[config.mk]
export PLATFORM = sky130hd
export DESIGN_NAME = scope_frame_reader
export DESIGN_NICKNAME = d
export VERILOG_FILES = /design/src/rtl/scope_frame_pkg.sv /design/src/rtl/scope_frame_reader.sv
export SDC_FILE = /design/constraint.sdc
export NUM_CORES = 1
export LEC_CHECK = 0
export CAP_MARGIN = 25
export CORE_ASPECT_RATIO = 0.75
export CORE_UTILIZATION = 49
export DETAILED_ROUTE_END_ITERATION = 10
export HOLD_SLACK_MARGIN = 0.08
export MAX_ROUTING_LAYER = met4
export PLACE_DENSITY = 0.77
export SYNTH_ARGS = -nofsm -noshare
export SYNTH_HDL_FRONTEND = slang
export SYNTH_SLANG_ARGS = --single-unit
[constraint.sdc]
create_clock -name rd_clk -period 2.4 [get_ports rd_clk]
set_clock_uncertainty 0.1 [all_clocks]
set_input_delay 0.48 -clock rd_clk [delete_from_list [all_inputs] [get_ports rd_clk]]
set_output_delay 0.48 -clock rd_clk [all_outputs]
set_load 0.05 [all_outputs]
[src/rtl/scope_frame_pkg.sv]
// Shared definitions for the scope capture frame format: state encoding,
// default sync bytes and length-field width, reused by the host-side parser.
package scope_frame_pkg;

  localparam int         LEN_WIDTH_DEF = 16;
  localparam logic [7:0] SYNC0_DEF     = 8'hA5;
  localparam logic [7:0] SYNC1_DEF     = 8'h5A;

  typedef enum logic [2:0] {
    ST_IDLE  = 3'd0,
    ST_SYNC0 = 3'd1,
    ST_SYNC1 = 3'd2,
    ST_LEN_H = 3'd3,
    ST_LEN_L = 3'd4,
    ST_DATA  = 3'd5,
    ST_CSUM  = 3'd6
  } frame_state_e;

endpackage

[src/rtl/scope_frame_reader.sv]
// Drains frame_len samples from the prefetch FIFO read port and emits them as
// a framed byte stream (sync, length, samples, mod-256 checksum) on valid/ready.
//
// state    | meaning
// ---------|----------------------------------------------------------------
// ST_IDLE  | waiting for start; output register empty
// ST_SYNC0 | next free slot of the output register gets SYNC0
// ST_SYNC1 | next free slot gets SYNC1
// ST_LEN_H | next free slot gets length high byte
// ST_LEN_L | next free slot gets length low byte
// ST_DATA  | popping samples straight into the output register
// ST_CSUM  | load checksum, then wait for its handshake before IDLE
module scope_frame_reader
  import scope_frame_pkg::*;
#(
  parameter int         LEN_WIDTH = LEN_WIDTH_DEF,
  parameter logic [7:0] SYNC0     = SYNC0_DEF,
  parameter logic [7:0] SYNC1     = SYNC1_DEF
) (
  input  logic                 rd_clk,
  input  logic                 rd_rst,
  input  logic                 start,
  input  logic [LEN_WIDTH-1:0] frame_len,
  input  logic                 abort,
  input  logic                 rd_vld,
  input  logic [7:0]           rd_data,
  output logic                 rd_en,
  output logic [7:0]           out_data,
  output logic                 out_valid,
  input  logic                 out_ready,
  output logic                 busy,
  output logic                 done
);

  frame_state_e         state_q, state_d;
  logic [7:0]           out_data_q, out_data_d;
  logic                 out_valid_q, out_valid_d;
  logic [LEN_WIDTH-1:0] remain_q, remain_d;
  logic [7:0]           csum_q, csum_d;
  logic                 done_q, done_d;
  logic                 csum_sent_q, csum_sent_d;

  logic        free;
  logic        accept;
  logic [15:0] len_ext;

  // remain is untouched until DATA, so it still holds the latched length here
  assign len_ext = 16'(remain_q);

  always_comb begin
    free   = !out_valid_q || out_ready;
    accept = out_valid_q && out_ready;
    rd_en  = (state_q == ST_DATA) && rd_vld && free;

    state_d     = state_q;
    out_data_d  = out_data_q;
    out_valid_d = out_valid_q && !out_ready;
    remain_d    = remain_q;
    csum_d      = csum_q;
    done_d      = 1'b0;
    csum_sent_d = csum_sent_q;

    if (abort) begin
      state_d     = ST_IDLE;
      out_valid_d = 1'b0;
      remain_d    = '0;
      csum_sent_d = 1'b0;
    end else begin
      case (state_q)
        ST_IDLE: begin
          if (start) begin
            state_d     = ST_SYNC0;
            remain_d    = frame_len;
            csum_d      = 8'h00;
            csum_sent_d = 1'b0;
          end
        end
        ST_SYNC0: begin
          if (free) begin
            out_data_d  = SYNC0;
            out_valid_d = 1'b1;
            state_d     = ST_SYNC1;
          end
        end
        ST_SYNC1: begin
          if (free) begin
            out_data_d  = SYNC1;
            out_valid_d = 1'b1;
            state_d     = ST_LEN_H;
          end
        end
        ST_LEN_H: begin
          if (free) begin
            out_data_d  = len_ext[15:8];
            out_valid_d = 1'b1;
            state_d     = ST_LEN_L;
          end
        end
        ST_LEN_L: begin
          if (free) begin
            out_data_d  = len_ext[7:0];
            out_valid_d = 1'b1;
            state_d     = (remain_q == '0) ? ST_CSUM : ST_DATA;
          end
        end
        ST_DATA: begin
          if (rd_en) begin
            out_data_d  = rd_data;
            out_valid_d = 1'b1;
            csum_d      = csum_q + rd_data;
            if (remain_q != '0) remain_d = remain_q - LEN_WIDTH'(1);
            if (remain_q == LEN_WIDTH'(1)) state_d = ST_CSUM;
          end
        end
        ST_CSUM: begin
          if (!csum_sent_q) begin
            if (free) begin
              out_data_d  = csum_q;
              out_valid_d = 1'b1;
              csum_sent_d = 1'b1;
            end
          end else if (accept) begin
            state_d     = ST_IDLE;
            out_valid_d = 1'b0;
            done_d      = 1'b1;
            csum_sent_d = 1'b0;
          end
        end
        default: state_d = ST_IDLE;
      endcase
    end
  end

  always_ff @(posedge rd_clk or posedge rd_rst) begin
    if (rd_rst) begin
      state_q     <= ST_IDLE;
      out_data_q  <= 8'h00;
      out_valid_q <= 1'b0;
      remain_q    <= '0;
      csum_q      <= 8'h00;
      done_q      <= 1'b0;
      csum_sent_q <= 1'b0;
    end else begin
      state_q     <= state_d;
      out_data_q  <= out_data_d;
      out_valid_q <= out_valid_d;
      remain_q    <= remain_d;
      csum_q      <= csum_d;
      done_q      <= done_d;
      csum_sent_q <= csum_sent_d;
    end
  end

  assign out_data  = out_data_q;
  assign out_valid = out_valid_q;
  assign busy      = (state_q != ST_IDLE);
  assign done      = done_q;

endmodule
[Word level (Yosys, flattened, before mapping)]
Cells that the tools add are included.
Word-level totals
  word-level logic and storage cells: 100
  output and inout port bits: 12
  input bits: 30
  bits in registers: 38
Cells by class
  add/subtract/negate cells: 2
  equal/unequal tests: 25
  bitwise logic cells: 1
  reduce and logical (&&, ||, !) cells: 21
  muxes and demuxes: 44
Operators with widths (number)
  $mux 8: 9
  $mux 16: 4
  $pmux 8 s6: 1
  $pmux 16 s2: 1
  $mux 3: 10
  $ne 3x3->1 const B: 8
  $pmux 3 s7: 1
  $reduce_and 9->1: 2
  $eq 16x1->1 const B: 1
  $logic_not 16->1: 1
  $ne 2x2->1 const B: 8
  $pmux 8 s2: 1
  $reduce_bool 16->1: 1
  $sub 16x1->16 const B: 1
  $mux 1: 14
  $eq 3x3->1 const B: 3
  $reduce_bool 3->1: 3
  $add 8x8->8: 1
  $reduce_and 4->1: 2
  $eq 3x2->1 const B: 2
  $ne 3x2->1 const B: 2
  $reduce_bool 6->1: 1
  $logic_and 1x1->1: 4
  $reduce_or 4->1: 1
  10 further kinds: 11

[Longest topological paths before layout]
Gate-level depths: netlist (run 1).
  word-level depth: 6
  depth in mapped cells: 10
  depth with buffers taken out: 9

[Worst setup path before layout (run 1)]
OpenSTA, ideal clock, no wires.
  kind: register to register
  from: reg state_q[1]
  to: reg remain_q[8], in the netlist len_ext[8]
  path slack: -261 ps
  stages on the path, launching flop included: 11
  clock period less this slack: 2661 ps
  data required time: 2218 ps
  arrival: 2478 ps
  library setup time: 82 ps
  path through: dfrtp_1 -> clkbuf_1 -> and3b_1 -> buf_2 -> and3_1 -> clkbuf_1 -> or3_1 -> o31ai_4 -> or2b_2 -> buf_6 -> o22ai_1
On the way
  cells in the longest elaborated chain, start to end: 5
  elaborated cells between the ends (all ways): 11
  those cells by class: 4 x eq/ne; 2 x mux; 5 x reduce/logical
Ends and longest elaborated chain
  start: declaration: line scope_frame_reader.sv:35  | frame_state_e state_q, state_d;
  start signal: assignment: line scope_frame_reader.sv:144  | state_q <= state_d;
  $eq 3x3->1: line scope_frame_reader.sv:53  | rd_en = (state_q == ST_DATA) && rd_vld && free;
  $logic_and 1x1->1 (2 in series): line scope_frame_reader.sv:53
  via rd_en: line scope_frame_reader.sv:27  | output logic rd_en,
  $ne 3x3->1 (no source line)
  $reduce_and 4->1 (no source line)
  end signal: assignment: line scope_frame_reader.sv:147  | remain_q <= remain_d;
  end: declaration: line scope_frame_reader.sv:38  | logic [LEN_WIDTH-1:0] remain_q, remain_d;
The timed path passes the listed nets, and every way through them passes these cells.
A chain may end at the register's enable or synchronous reset.

[Worst setup path in the final report (run 1)]
  from: reg remain_q[5], in the netlist len_ext[5]
  to: reg remain_q[0], in the netlist len_ext[0]
On the way
  cells in the longest elaborated chain, start to end: 3
Ends and longest elaborated chain
  $reduce_bool 16->1: line scope_frame_reader.sv:111  | if (remain_q != '0) remain_d = remain_q - LEN_WIDTH'(1);
  $ne 3x2->1 (no source line)
  $reduce_and 4->1 (no source line)
No other way between the ends.

==> flow_summary.html, run 1 <==
<table>
<tr><th>Metric</th><th>Value</th></tr>
<tr><th colspan="2">Worst hold path</th></tr>
<tr><td>Endpoint, Worst Hold</td><td>out_data[0]</td></tr>
<tr><td>Min-Delay Startpoint</td><td>out_data[0]</td></tr>
<tr><td>Hold crit path type</td><td>reg -&gt; reg</td></tr>
<tr><td>Count of cells along the worst hold path</td><td>1</td></tr>
<tr><th colspan="2">GRT</th></tr>
<tr><td>Antenna violations before repair</td><td>0</td></tr>
<tr><td>Congestion Overflow GR</td><td>0</td></tr>
<tr><td>Via count of the first global-routing pass</td><td>2504</td></tr>
<tr><td>Overall track demand over capacity in global routing</td><td>28.8%</td></tr>
<tr><td>Largest net degree at the start of global routing</td><td>39</td></tr>
<tr><td>Global-route wire length before repair</td><td>12.1 mm</td></tr>
<tr><th colspan="2">Finish</th></tr>
<tr><td>Area growth, synth to finish</td><td>34.9%</td></tr>
<tr><td>Number of fill cells</td><td>413</td></tr>
<tr><td>Post-layout net count</td><td>436</td></tr>
<tr><td>Most frequent cells in the layout</td><td>41 x buf_4, 39 x clkdlybuf4s50_1, 38 x dfrtp_1</td></tr>
<tr><td>Most frequent standard cell in the layout excluding fill and tap cells</td><td>buf_4</td></tr>
<tr><td>Total non-filler cell area in the finished layout</td><td>3560 sq um</td></tr>
<tr><td>Multi-input gate area in the final layout</td><td>1610 sq um</td></tr>
<tr><td>Fin cells</td><td>467</td></tr>
<tr><td>Area taken by flip-flops and latches</td><td>951 sq um</td></tr>
<tr><td>Antenna Diode Count</td><td>0</td></tr>
<tr><td>Share of post-route cells with drive strength above 1</td><td>18.7%</td></tr>
<tr><th colspan="2">Drt</th></tr>
<tr><td>Total via count after detailed routing</td><td>2796</td></tr>
<tr><td>Number of DRC markers in iteration 0</td><td>247</td></tr>
<tr><td>Vias per inst</td><td>5.99</td></tr>
<tr><td>WL final</td><td>7.50 mm</td></tr>
<tr><td>Average detailed-routed wire length per instance</td><td>16.1 microns</td></tr>
<tr><td>DRC violation count after routing</td><td>0</td></tr>
<tr><td>First-pass iteration count of the detailed router</td><td>5</td></tr>
<tr><td>Antenna violation net count after detailed routing</td><td>0</td></tr>
<tr><th colspan="2">CTS</th></tr>
<tr><td>TritonCTS clock tree</td><td>built</td></tr>
<tr><td>Number of clock sinks</td><td>38</td></tr>
<tr><td>Number of H-tree branching levels</td><td>2</td></tr>
<tr><td>Longest Clk Path Bufs</td><td>2</td></tr>
<tr><td>Clock latency on the worst-skew pair</td><td>0.29 ns</td></tr>
<tr><td>TritonCTS buffer count</td><td>5</td></tr>
<tr><td>Root buffer cell</td><td>clkbuf_8</td></tr>
<tr><td>Clock slew at reported path FFs</td><td>0.08 ns</td></tr>
<tr><th colspan="2">Synth</th></tr>
<tr><td>Post-synthesis share of cell area spent on xor and xnor gates</td><td>0.997%</td></tr>
<tr><td>Most area-hungry cell type in the Yosys netlist</td><td>dfrtp_1</td></tr>
<tr><td>Synth unique cells</td><td>52</td></tr>
<tr><td>Mapped Avg Cell Area</td><td>8.21 sq um</td></tr>
<tr><td>Top area cells in the synthesized netlist</td><td>dfrtp_1 36%, o21ai_0 9.3%, a21oi_1 4.7%</td></tr>
<tr><td>Count of mapped cells out of synthesis</td><td>321</td></tr>
<tr><td>Multiplexer share of the synthesized area</td><td>4.27%</td></tr>
<tr><td>Number of flip-flops and latches in the synthesized netlist</td><td>38</td></tr>
<tr><td>Number of enable flip-flop cells after synthesis</td><td>0</td></tr>
<tr><td>Sequential-to-total area share from yosys stat</td><td>36.1%</td></tr>
<tr><td>Share of Yosys cell area claimed by the top area cell type</td><td>36.1%</td></tr>
<tr><td>Synth Flop Type</td><td>dfrtp_1</td></tr>
<tr><td>Post-Synthesis Net Count</td><td>362</td></tr>
<tr><td>Main combinational cell family by area after synthesis</td><td>compound AO/OA/AOI/OAI gates</td></tr>
<tr><td>Share of synthesized flip-flops with an asynchronous set or reset</td><td>100%</td></tr>
<tr><td>Post-synthesis simple-gate area fraction</td><td>18.4%</td></tr>
<tr><td>Adder and majority gate portion of the synthesized area</td><td>5.51%</td></tr>
<tr><td>Post-synth design cell area</td><td>2640 sq um</td></tr>
<tr><td>Compound-Gate Fraction of Synth Area</td><td>29.2%</td></tr>
<tr><td>Synth warn</td><td>0</td></tr>
<tr><th colspan="2">Pwr</th></tr>
<tr><td>Internal portion of total power</td><td>1.72 mW</td></tr>
<tr><td>Leakage power summed over all cells</td><td>1.56 nW</td></tr>
<tr><td>Net switching component of the power</td><td>1.41 mW</td></tr>
<tr><td>Pwr Total</td><td>3.13 mW</td></tr>
<tr><td>Sw Share</td><td>45.0%</td></tr>
<tr><td>Cell Pwr Density</td><td>880 nW/um^2</td></tr>
<tr><td>Logic pwr share</td><td>56.3%</td></tr>
<tr><td>Seq pwr share</td><td>30.1%</td></tr>
<tr><td>Clock network power share</td><td>13.6%</td></tr>
<tr><td>Worst voltage drop across the vdd grid</td><td>446 uV</td></tr>
<tr><th colspan="2">Critical path</th></tr>
<tr><td>Worst-path maximum fanout</td><td>6</td></tr>
<tr><td>Critical path data required time</td><td>2.52 ns</td></tr>
<tr><td>Reg2Reg Capture Point</td><td>len_ext[0]</td></tr>
<tr><td>Worst setup slack for register-to-register paths</td><td>-0.17 ns</td></tr>
<tr><td>Category of the worst setup path launch point</td><td>flop</td></tr>
<tr><td>Setup crit end kind</td><td>flop</td></tr>
<tr><td>Worst setup path category</td><td>reg -&gt; reg</td></tr>
<tr><td>Worst reg2reg startpoint</td><td>len_ext[5]</td></tr>
<tr><td>Worst path cell trace</td><td>or4_4, or3_4, or3_4, o31ai_4, buf_6, buf_6, a31oi_1, o22ai_1</td></tr>
<tr><td>Arrival time worst endpoint</td><td>2.69 ns</td></tr>
<tr><td>Critical Path Slowest Stage Cell</td><td>or4_4</td></tr>
<tr><td>Worst Reg2Reg Path Length in Cells</td><td>8</td></tr>
<tr><td>Crit-path max cell delay</td><td>0.55 ns</td></tr>
<tr><th colspan="2">Status</th></tr>
<tr><td>Failing checks</td><td>negative setup slack</td></tr>
<tr><td>Status</td><td>complete, but fails checks</td></tr>
<tr><th colspan="2">Placement</th></tr>
<tr><td>Worst setup timing slack at the placement stage</td><td>-0.334 ns</td></tr>
<tr><td>Post-detailed-placement cell area</td><td>3360 sq um</td></tr>
<tr><td>HPWL reported at the end of detailed placement</td><td>5.40 mm</td></tr>
<tr><td>Placed cells</td><td>454</td></tr>
<tr><td>Count of input and output buffers</td><td>41</td></tr>
<tr><td>GP Congestion</td><td>0.899</td></tr>
<tr><th colspan="2">Timing</th></tr>
<tr><td>Highest clock rate</td><td>0.390 GHz</td></tr>
<tr><td>Tcrit/Tclk final</td><td>107%</td></tr>
<tr><td>Slew Limit Headroom</td><td>63.5%</td></tr>
<tr><td>Finish-stage setup viols</td><td>18</td></tr>
<tr><td>Setup repair after global routing missed its margin</td><td>true</td></tr>
<tr><td>Transition time at the pin with the least slew margin</td><td>0.543 ns</td></tr>
<tr><td>Total negative slack</td><td>-2.06 ns</td></tr>
<tr><td>Max Transition Viols Final</td><td>0</td></tr>
<tr><td>Final hold vios</td><td>0</td></tr>
<tr><td>Final critical delay including setup and external delays</td><td>2.57 ns</td></tr>
<tr><td>Worst setup slack after layout</td><td>-0.167 ns</td></tr>
<tr><th colspan="2">Floorplan</th></tr>
<tr><td>X dimension of the die</td><td>86.7 microns</td></tr>
<tr><td>Vert. Die Dim</td><td>65.5 microns</td></tr>
<tr><td>Ports</td><td>42</td></tr>
<tr><td>Std-Cell Rows</td><td>22</td></tr>
<tr><td>Core region area</td><td>5040 sq um</td></tr>
<tr><td>Full die area</td><td>5680 sq um</td></tr>
<tr><td>Initial standard-cell utilization of the core</td><td>52.3%</td></tr>
<tr><th colspan="2">Job</th></tr>
<tr><td>Max cap viols</td><td>0</td></tr>
</table>
[state kept, by name, indices dropped and copies added, names as in the netlist]
name	count
csum_q	8
csum_sent_q	1
done	1
len_ext	16
out_data	8
out_valid	1
state_q	3
[synth_stat cells, drive strengths merged (9+ instances only)]
cell type  number
o21ai          49
dfrtp          38
nand2          30
a21oi          25
nor2           24
inv            16
clkbuf         13
nor3           12
ha             10
mux2i           9
nor4            9
[stage by stage]
stage               utilization [%]  hold slack [ns]
floorplan                         -            0.364
global placement               66.8            0.359
detailed placement             66.8            0.366
CTS                            69.1            0.383
global route                   70.6            0.413
finish                         70.6            0.375
[cells by family (layout without fill, tap and decap cells)]
logic type,Yosys count,count (layout)
adder cells (fa/ha/maj),11,11
XOR/XNOR,3,3
flip-flops,38,38
multiplexers,11,11
AND/OR/NAND/NOR,99,100
AO/OA/AOI/OAI,124,124
buffers and inverters,35,108
[how the worst max path moves through the flow]
stage	from	endpoint	slack, ns
after global placement	rd_data[0]	csum_q[6]	-0.26
after floorplan	len_ext[3]	len_ext[8]	-0.18
after detailed placement	rd_data[0]	csum_q[6]	-0.33
after global routing	len_ext[5]	len_ext[0]	-0.24
after CTS	len_ext[5]	len_ext[0]	-0.08
final	len_ext[5]	len_ext[0]	-0.17
[critical path, delay by kind of cell, from the launching register on]
family,cells,cell delay (ns)
AOI/OAI and AO/OA,3,0.48
buffers and inverters,2,0.28
DFF,1,0.38
and+or+nand+nor,3,1.27
[per-layer routing]
layer,vias to the layer above,routed length [microns],global-route usage [%]
met2,139,3310,41.5
met3,14,663,5.53
li1,1329,-,-
met5,-,0,-
met4,0,108,10.2
met1,1314,3420,40.5
[power by group through the flow]
stage          combinational [mW]  sequential (mW)  clock, mW
2_1_floorplan               0.842             1.15          0
5_1_grt                      1.90            0.962      0.468
3_5_place_dp                 1.66            0.948          0
3_3_place_gp                 1.63            0.943          0
4_1_cts                      1.70            0.936      0.437
6_report                     1.76            0.941      0.426
[layout make-up]
| class | instances | share of cell area (%) |
|---|---|---|
| multi-input combinational | 249 | 45.2 |
| sequential | 38 | 26.7 |
| timing repair buffer | 85 | 21.7 |
| tap | 72 | 2.53 |
| clock buffer | 7 | 2.15 |
| inverter | 16 | 1.69 |
[timing repair]
item,4_1_cts,5_1_grt
gates resized for setup,12,23
hold endpoints to repair,0,0
pin swaps,2,6
setup buffers,1,3
cloned,1,1
setup endpoints to repair,19,20
hold buffers,0,0
(Power assumes the default switching activity.)
==> inputs of run 2 (changes only) <==
--- a/config.mk
+++ b/config.mk
@@ -9,6 +9,7 @@
 export CORE_ASPECT_RATIO = 0.75
 export CORE_UTILIZATION = 49
 export DETAILED_ROUTE_END_ITERATION = 10
+export GPL_TIMING_DRIVEN = 0
 export HOLD_SLACK_MARGIN = 0.08
 export MAX_ROUTING_LAYER = met4
 export PLACE_DENSITY = 0.77
==> run 2 against run 1 <==
  * The run still ends with negative setup slack left
  * Worst hold slack better by 0.0057 ns
  * Non-clock buffer count down 11
  * Design area shrank 2.4%
  * Clock power hardly changed
  * Setup slack worse by 0.051 ns
  * Register-to-register slack lost 0.05 ns
  * Maximum frequency decreased by 1.9%
  * Utilization decreased by 1.7 points
  * Final cell count down 2.6%
  * Die area unchanged
  * Via count fell by 1.1%
  * Largest power group unchanged
==> flow_summary.html, run 2 (synthesis results as in run 1) <==
<table>
<tr><th>Metric</th><th>Value</th></tr>
<tr><th colspan="2">Placement</th></tr>
<tr><td>GP Congestion</td><td>0.898 (was 0.899)</td></tr>
<tr><td>Post-detailed-placement cell area</td><td>3140 sq um (was 3360 sq um)</td></tr>
<tr><td>HPWL reported at the end of detailed placement</td><td>5.38 mm (was 5.40 mm)</td></tr>
<tr><td>Worst setup timing slack at the placement stage</td><td>-0.518 ns (was -0.334 ns)</td></tr>
<tr><td>Count of input and output buffers</td><td>41 (unchanged)</td></tr>
<tr><th colspan="2">Critical path</th></tr>
<tr><td>Reg2Reg Capture Point</td><td>len_ext[15] (was len_ext[0])</td></tr>
<tr><td>Arrival time worst endpoint</td><td>2.69 ns (about the same)</td></tr>
<tr><td>Critical path data required time</td><td>2.48 ns (was 2.52 ns)</td></tr>
<tr><td>Worst setup slack for register-to-register paths</td><td>-0.22 ns (was -0.17 ns)</td></tr>
<tr><td>Worst reg2reg startpoint</td><td>len_ext[5] (unchanged)</td></tr>
<tr><td>Worst Reg2Reg Path Length in Cells</td><td>8 (unchanged)</td></tr>
<tr><td>Worst setup path category</td><td>reg -&gt; reg (unchanged)</td></tr>
<tr><td>Setup crit end kind</td><td>flop (unchanged)</td></tr>
<tr><td>Category of the worst setup path launch point</td><td>flop (unchanged)</td></tr>
<tr><td>Worst-path maximum fanout</td><td>5 (was 6)</td></tr>
<tr><th colspan="2">Floorplan</th></tr>
<tr><td>Ports</td><td>42 (unchanged)</td></tr>
<tr><td>Std-Cell Rows</td><td>22 (unchanged)</td></tr>
<tr><td>Initial standard-cell utilization of the core</td><td>52.3% (unchanged)</td></tr>
<tr><td>Vert. Die Dim</td><td>65.5 microns (unchanged)</td></tr>
<tr><td>Full die area</td><td>5680 sq um (unchanged)</td></tr>
<tr><td>X dimension of the die</td><td>86.7 microns (unchanged)</td></tr>
<tr><td>Core region area</td><td>5040 sq um (unchanged)</td></tr>
<tr><th colspan="2">Worst hold path</th></tr>
<tr><td>Endpoint, Worst Hold</td><td>out_data[0] (unchanged)</td></tr>
<tr><td>Hold crit path type</td><td>reg -&gt; reg (unchanged)</td></tr>
<tr><td>Min-Delay Startpoint</td><td>out_data[0] (unchanged)</td></tr>
<tr><td>Count of cells along the worst hold path</td><td>1 (unchanged)</td></tr>
<tr><th colspan="2">GRT</th></tr>
<tr><td>Via count of the first global-routing pass</td><td>2612 (was 2504)</td></tr>
<tr><td>Largest net degree at the start of global routing</td><td>39 (unchanged)</td></tr>
<tr><td>Global-route wire length before repair</td><td>12.6 mm (was 12.1 mm)</td></tr>
<tr><td>Antenna violations before repair</td><td>0 (unchanged)</td></tr>
<tr><td>Congestion Overflow GR</td><td>0 (unchanged)</td></tr>
<tr><td>Overall track demand over capacity in global routing</td><td>30.0% (was 28.8%)</td></tr>
<tr><th colspan="2">Finish</th></tr>
<tr><td>Antenna Diode Count</td><td>0 (unchanged)</td></tr>
<tr><td>Area growth, synth to finish</td><td>31.7% (was 34.9%)</td></tr>
<tr><td>Most frequent cells in the layout</td><td>39 x clkdlybuf4s50_1, 36 x dfrtp_1, 35 x o21ai_0 (was 41 x buf_4, 39 x clkdlybuf4s50_1, 38 x dfrtp_1)</td></tr>
<tr><td>Most frequent standard cell in the layout excluding fill and tap cells</td><td>clkdlybuf4s50_1 (was buf_4)</td></tr>
<tr><td>Number of fill cells</td><td>404 (was 413)</td></tr>
<tr><td>Total non-filler cell area in the finished layout</td><td>3470 sq um (was 3560 sq um)</td></tr>
<tr><td>Post-layout net count</td><td>424 (was 436)</td></tr>
<tr><td>Largest register FFs</td><td>16 (unchanged)</td></tr>
<tr><td>Share of post-route cells with drive strength above 1</td><td>18.0% (was 18.7%)</td></tr>
<tr><th colspan="2">Drt</th></tr>
<tr><td>Antenna violation net count after detailed routing</td><td>0 (unchanged)</td></tr>
<tr><td>Vias per inst</td><td>6.08 (was 5.99)</td></tr>
<tr><td>DRC violation count after routing</td><td>0 (unchanged)</td></tr>
<tr><td>Average detailed-routed wire length per instance</td><td>16.8 microns (was 16.1 microns)</td></tr>
<tr><td>WL final</td><td>7.66 mm (was 7.50 mm)</td></tr>
<tr><td>Number of DRC markers in iteration 0</td><td>236 (was 247)</td></tr>
<tr><td>Total via count after detailed routing</td><td>2766 (was 2796)</td></tr>
<tr><td>First-pass iteration count of the detailed router</td><td>6 (was 5)</td></tr>
<tr><th colspan="2">Timing</th></tr>
<tr><td>Setup repair after global routing missed its margin</td><td>true (unchanged)</td></tr>
<tr><td>Transition time at the pin with the least slew margin</td><td>0.821 ns (was 0.543 ns)</td></tr>
<tr><td>Slew Limit Headroom</td><td>44.5% (was 63.5%)</td></tr>
<tr><td>Finish-stage setup viols</td><td>17 (was 18)</td></tr>
<tr><td>Final critical delay including setup and external delays</td><td>2.62 ns (was 2.57 ns)</td></tr>
<tr><td>Final hold vios</td><td>0 (unchanged)</td></tr>
<tr><td>Max Transition Viols Final</td><td>0 (unchanged)</td></tr>
<tr><td>Highest clock rate</td><td>0.382 GHz (was 0.390 GHz)</td></tr>
<tr><td>Worst setup slack after layout</td><td>-0.217 ns (was -0.167 ns)</td></tr>
<tr><td>Tcrit/Tclk final</td><td>109% (was 107%)</td></tr>
<tr><th colspan="2">Status</th></tr>
<tr><td>Failing checks</td><td>negative setup slack (unchanged)</td></tr>
<tr><td>Status</td><td>complete, but fails checks (unchanged)</td></tr>
<tr><th colspan="2">CTS</th></tr>
<tr><td>TritonCTS buffer count</td><td>5 (unchanged)</td></tr>
<tr><td>Longest Clk Path Bufs</td><td>2 (unchanged)</td></tr>
<tr><td>CTS Hold Buffers Added</td><td>0 (unchanged)</td></tr>
<tr><td>Root buffer cell</td><td>clkbuf_8 (unchanged)</td></tr>
<tr><td>TritonCTS clock tree</td><td>built (unchanged)</td></tr>
<tr><td>Clock latency on the worst-skew pair</td><td>0.30 ns (was 0.29 ns)</td></tr>
<tr><td>Clock slew at reported path FFs</td><td>0.07 ns (was 0.08 ns)</td></tr>
<tr><td>Number of H-tree branching levels</td><td>2 (unchanged)</td></tr>
<tr><td>Number of clock sinks</td><td>38 (unchanged)</td></tr>
<tr><th colspan="2">Pwr</th></tr>
<tr><td>Leakage power summed over all cells</td><td>1.48 nW (was 1.56 nW)</td></tr>
<tr><td>Worst voltage drop across the vdd grid</td><td>319 uV (was 446 uV)</td></tr>
<tr><td>Cell Pwr Density</td><td>893 nW/um^2 (was 880 nW/um^2)</td></tr>
<tr><th colspan="2">Job</th></tr>
<tr><td>Max cap viols</td><td>0 (unchanged)</td></tr>
</table>
==> run 2: changes by cell type in the layout (fill, tap and decap cells not counted), moves of 3 or more <==
cell      delta
buf_4       -29
o21ai_2      +7
buf_2        +3
clkbuf_1     +7
clkbuf_4     +3
o21ai_1     -10
buf_6        +4
o21ai_0      +3
clkbuf_2     +3
==> run 2: layout make-up <==
class / count / area (sq um) / share of cell area [%]
multi-input cells: 248 / 1650 / 47.6
flip-flops and latches: 38 / 953 / 27.5
repair buffers: 57 / 542 / 15.6
plain buffers: 17 / 96.3 / 2.78
well taps: 72 / 90.1 / 2.60
clock buffers: 7 / 76.3 / 2.20
inverters: 16 / 60.1 / 1.73
==> run 2: timing repair <==
item | 4_1_cts | 5_1_grt
resized for setup | 40 | 29
pin swaps | 9 | 6
setup buffers | 11 | 4
gates cloned | 2 | 0
setup endpoints to repair | 33 | 34
==> run 2: power by group <==
part / leakage (nW) / switching [mW] / internal, mW / total [mW]
combinational: 0.941 / 1.06 / 0.663 / 1.72
sequential: 0.498 / 0.158 / 0.792 / 0.950
clock: 0.0383 / 0.227 / 0.200 / 0.427
==> run 2: how the worst max path moves through the flow <==
stage / startpoint / end / cells past startpoint
6_report: len_ext[5] / len_ext[15] / 8
3_3_place_gp: out_ready / rd_en / 5
4_1_cts: len_ext[5] / len_ext[15] / 8
3_5_place_dp: out_ready / rd_en / 5
5_1_grt: len_ext[5] / len_ext[15] / 8
2_1_floorplan: len_ext[3] / len_ext[8] / 7
==> run 2: routing by layer <==
layer,track usage [%],share of wire (%)
met1,40.2,44
met2,45.4,44
met3,6.41,11
met4,10.4,1.7
met5,-,0
==> run 2: stage by stage <==
stage	util [%]	std cells	setup TNS (ns)	power, mW	hold WS, ns
2_1_floorplan	-	321	-2.21	2.00	0.364
3_3_place_gp	62.3	434	-11.23	2.43	0.359
3_5_place_dp	62.3	434	-12.30	2.46	0.368
4_1_cts	67.2	454	-4.00	3.02	0.385
5_1_grt	68.9	455	-3.88	3.29	0.416
6_report	68.9	455	-3.02	3.10	0.381
==> run 2: worst max-delay path, stage by stage (launching register included) <==
cell and delay (ns):
dfrtp_1 0.39, or4_4 0.54, or3_4 0.34, or3_4 0.36
o31ai_4 0.28, buf_6 0.15, or2b_4 0.14, buf_6 0.14
o21ai_2 0.06
